--- config.mk ---
export PLATFORM = sky130hd
export DESIGN_NAME = adder_mux_unit
export DESIGN_NICKNAME = d
export VERILOG_FILES = /design/src/rtl/adder_mux_unit.sv
export SDC_FILE = /design/constraint.sdc
export NUM_CORES = 1
export LEC_CHECK = 0
export ABC_AREA = 0
export CAP_MARGIN = 10
export CORE_AREA = 2 2 39 41
export CTS_BUF_LIST = sky130_fd_sc_hd__clkbuf_16
export DETAILED_ROUTE_END_ITERATION = 7
export DIE_AREA = 0 0 41 43
export PLACE_DENSITY_LB_ADDON = 0.05
export SLEW_MARGIN = 40
export SYNTH_ARGS = -nofsm -noshare
export SYNTH_HDL_FRONTEND = slang
export SYNTH_SLANG_ARGS = --single-unit
export TNS_END_PERCENT = 30
--- constraint.sdc ---
create_clock -name clk -period 3.2 [get_ports clk]
set_clock_uncertainty 0.15 [all_clocks]
set_input_delay 0.48 -clock clk [delete_from_list [all_inputs] [get_ports clk]]
set_output_delay 0.48 -clock clk [all_outputs]
set_load 0.01 [all_outputs]
--- src/rtl/adder_mux_unit.sv ---
// Registered leaf block: 1-bit full adder, ADD_W-bit ripple-carry adder and 4:1 bit mux.
// Optional macro ADD_OVF_EN adds a registered signed-overflow flag (add_ovf) for the ripple adder.
module adder_mux_unit #(
    parameter int unsigned ADD_W = 2
) (
    input  logic             clk,
    input  logic             rst_n,
    input  logic             fa_a,
    input  logic             fa_b,
    input  logic             fa_cin,
    output logic             fa_sum,
    output logic             fa_cout,
    input  logic [ADD_W-1:0] add_x,
    input  logic [ADD_W-1:0] add_y,
    input  logic             add_cin,
    output logic [ADD_W-1:0] add_sum,
    output logic             add_cout,
`ifdef ADD_OVF_EN
    output logic             add_ovf,
`endif
    input  logic             mux_a,
    input  logic             mux_b,
    input  logic             mux_c,
    input  logic             mux_d,
    input  logic [1:0]       mux_sel,
    output logic             mux_out
);

    logic             fa_sum_c;
    logic             fa_cout_c;
    logic [ADD_W-1:0] add_sum_c;
    logic             add_cout_c;
    logic             msb_cin_c;
    logic             mux_out_c;

    // Standalone full-adder cell
    always_comb begin
        fa_sum_c  = fa_a ^ fa_b ^ fa_cin;
        fa_cout_c = (fa_a & fa_b) | (fa_cin & (fa_a ^ fa_b));
    end

    // Ripple chain; the carry is walked as a scalar so the chain stays a plain combinational path
    always_comb begin
        logic carry;
        add_sum_c = '0;
        msb_cin_c = 1'b0;
        carry     = add_cin;
        for (int unsigned i = 0; i < ADD_W; i++) begin
            msb_cin_c    = carry;
            add_sum_c[i] = add_x[i] ^ add_y[i] ^ carry;
            carry        = (add_x[i] & add_y[i]) | (carry & (add_x[i] ^ add_y[i]));
        end
        add_cout_c = carry;
    end

    always_comb begin
        mux_out_c = 1'b0;
        case (mux_sel)
            2'b00:   mux_out_c = mux_a;
            2'b01:   mux_out_c = mux_b;
            2'b10:   mux_out_c = mux_c;
            default: mux_out_c = mux_d;
        endcase
    end

    always_ff @(posedge clk) begin
        if (!rst_n) begin
            fa_sum   <= 1'b0;
            fa_cout  <= 1'b0;
            add_sum  <= '0;
            add_cout <= 1'b0;
            mux_out  <= 1'b0;
        end else begin
            fa_sum   <= fa_sum_c;
            fa_cout  <= fa_cout_c;
            add_sum  <= add_sum_c;
            add_cout <= add_cout_c;
            mux_out  <= mux_out_c;
        end
    end

`ifdef ADD_OVF_EN
    // Signed overflow: carry into the MSB cell disagrees with carry out of it
    always_ff @(posedge clk) begin
        if (!rst_n) begin
            add_ovf <= 1'b0;
        end else begin
            add_ovf <= msb_cin_c ^ add_cout_c;
        end
    end
`endif

endmodule

==> flow_metrics.tcl <==
set metrics [dict create \
    yosysWarnings 0 \
    synth_compound_area_frac 0 \
    critical_path_class "in -> reg" \
    syn_nets 40 \
    cp_common_cell "fa_1" \
    gp_congestion 0.601 \
    synthAdderAreaFrac 0.232 \
    cts.sinks 6 \
    drc 0 \
    path_delay_family "adder cells" \
    grt.total_usage 0.0798 \
    p_seq_frac 0.253 \
    final_hold_viol_count 0 \
    ant_nets 0 \
    antenna_found_initial 0 \
    synth.top_cell.area_share 0.464 \
    synth_area_per_cell_um2 12.3 \
    synth_area_leaders "dfxtp_1, fa_1, mux4_2" \
    routed_wl_um 480 \
    cts_tree "done" \
    htreeDepth 1 \
    finalSetupTns_ns 0 \
    clockBufferDepth 2 \
    first_global_vias 232 \
    cp-end-kind "flip-flop" \
    first_iter_violations 2 \
    netlist_area_um2 259 \
    synth_mux_area_frac 0.0870 \
    grt_first_pass_wirelength_um 876 \
    synth_area_leader_cell "dfxtp_1" \
    cp_slowest_stage_delay_ns 0.49 \
    pwr-share-clk 0.597 \
    synth_top_family_by_area "adder cells" \
    drive_gt1_frac 0.0889 \
    pwr-share-comb 0.149 \
    num_rows 14 \
    synth-seq-area-share 0.464 \
    wl_per_cell_um 7.87 \
    postCtsHoldBufs 0 \
    routed_via_density 3.67 \
    p_leak_nw 0.237 \
    slew_headroom 0.889 \
    status "finished, final reports clean" \
    slowest_stage "fa_1" \
    post-cts-setup-buffers 0 \
    hold_class "in -> reg" \
    slew_viol_final 0 \
    drv_cap 0 \
    die_w_um 41 \
    synth_seq_cells 6 \
    synth_cell_types 6 \
    worstHoldPathCells 2 \
    start_kind "input pin" \
    worstPathCellList "clkdlybuf4s50_1 > inv_1 > fa_1 > fa_1 > nor2b_1" \
    crit_fanout 1 \
    worstPathRequired_ns 3.17 \
    swShare 0.163 \
    clock_tree.root_cell "clkbuf_16" \
    fmax_ghz 0.507 \
    core_area_um2 1380 \
    min_period_over_period 0.616 \
    fin_nets 66 \
    worst_ep_arrival_time_ns 1.94 \
    die_h_um 43 \
    setup_violations 0 \
    synthToLayoutAreaGrowth_pct 118 \
    yosys.area_share.simple 0.145 \
    dr.pass1.iters 2 \
    tightestPinTransition_ns 0.166 \
    syn_inst 21 \
    p_per_area_nw_per_um2 587 \
    diodes 0 \
    rsz0062_at_grt "false" \
    grt_max_degree 7 \
    io_pins 22 \
    path_clk_slew_ns 0.03 \
    cts_resized 0 \
    p_sw_mw 0.0539 \
    ir_worst_vdd_v 0.000258 \
    worst-path-stages 5 \
    fill_cells 123 \
    dr_total_vias 224 \
    cp_num_buf_inv 2 \
    io_buffers 21 \
    power.internal_mw 0.277 \
    numCtsBuffers 3 \
    total_power_mw 0.331 \
    synth_xor_area_frac 0 \
    min_period_ns 1.97 \
    gr-total-overflow 0 \
    start_util 0.187 \
    dieArea_um2 1760 \
]
area by class of cell:
cell class              instances  area [um^2]  area share
well taps                      16         20.0      0.0355
clock buffers                   3         75.1       0.133
multi-input cells              10          120       0.213
repair buffers                 21          210       0.373
flip-flops and latches          6          120       0.213
inverters                       5         18.8      0.0333
final timing paths:
check	from	endpoint	slack (ns)
worst min-delay path	rst_n	add_sum[1]$_SDFF_PN0_	0.80
worst max-delay path	add_x[0]	add_sum[1]$_SDFF_PN0_	1.23
state kept, by name (all words and copies together) (netlist names):
| signal | cells |
|---|---|
| add_sum | 2 |
| fa_cout | 1 |
| add_cout | 1 |
| mux_out | 1 |
| fa_sum | 1 |
power by group through the flow:
stage | registers, mW | logic (mW) | clock network [mW]
finish | 0.0839 | 0.0495 | 0.198
CTS | 0.0840 | 0.0506 | 0.200
floorplan | 0.0888 | 0.0120 | 0
global placement | 0.0847 | 0.0495 | 0
detailed placement | 0.0851 | 0.0505 | 0
global route | 0.0844 | 0.0554 | 0.207
logic make-up (layout without fill, tap and decap cells):
group / Yosys count / after routing
buffers and inverters: 5 / 29
and+or+nand+nor: 6 / 6
muxes: 1 / 1
adders and majority gates: 3 / 3
DFF: 6 / 6
layer usage:
layer  track usage  routed length [um]  up-vias  share of wire
met3        0.0628                  54        0           0.11
met4        0.0400                   0        0              0
li1              -                   -      109              -
met2         0.113                 252       12           0.53
met1        0.0820                 173      103           0.36
met5             0                   0        -              0
placed cells by master, fill, tap and decap left out:
cell	instances
and2_1	3
clkbuf_16	3
clkdlybuf4s50_1	21
dfxtp_1	6
fa_1	3
inv_1	5
mux4_2	1
nor2b_1	3
stage by stage:
step                      area [um^2]  setup slack (ns)   util  hold slack, ns  instances
final                             564              1.23  0.408           0.798         61
after global placement            489              1.00  0.354            1.03         58
after floorplan                   259              1.48      -           0.452         21
after detailed placement          489             0.987  0.354            1.04         58
after CTS                         564              1.22  0.408           0.807         61
after global routing              564              1.18  0.408           0.840         61
synth_stat cells:
library cell / count
inv_1: 5
and2_1: 3
dfxtp_1: 6
fa_1: 3
nor2b_1: 3
mux4_2: 1
(Power assumes the default switching activity.)
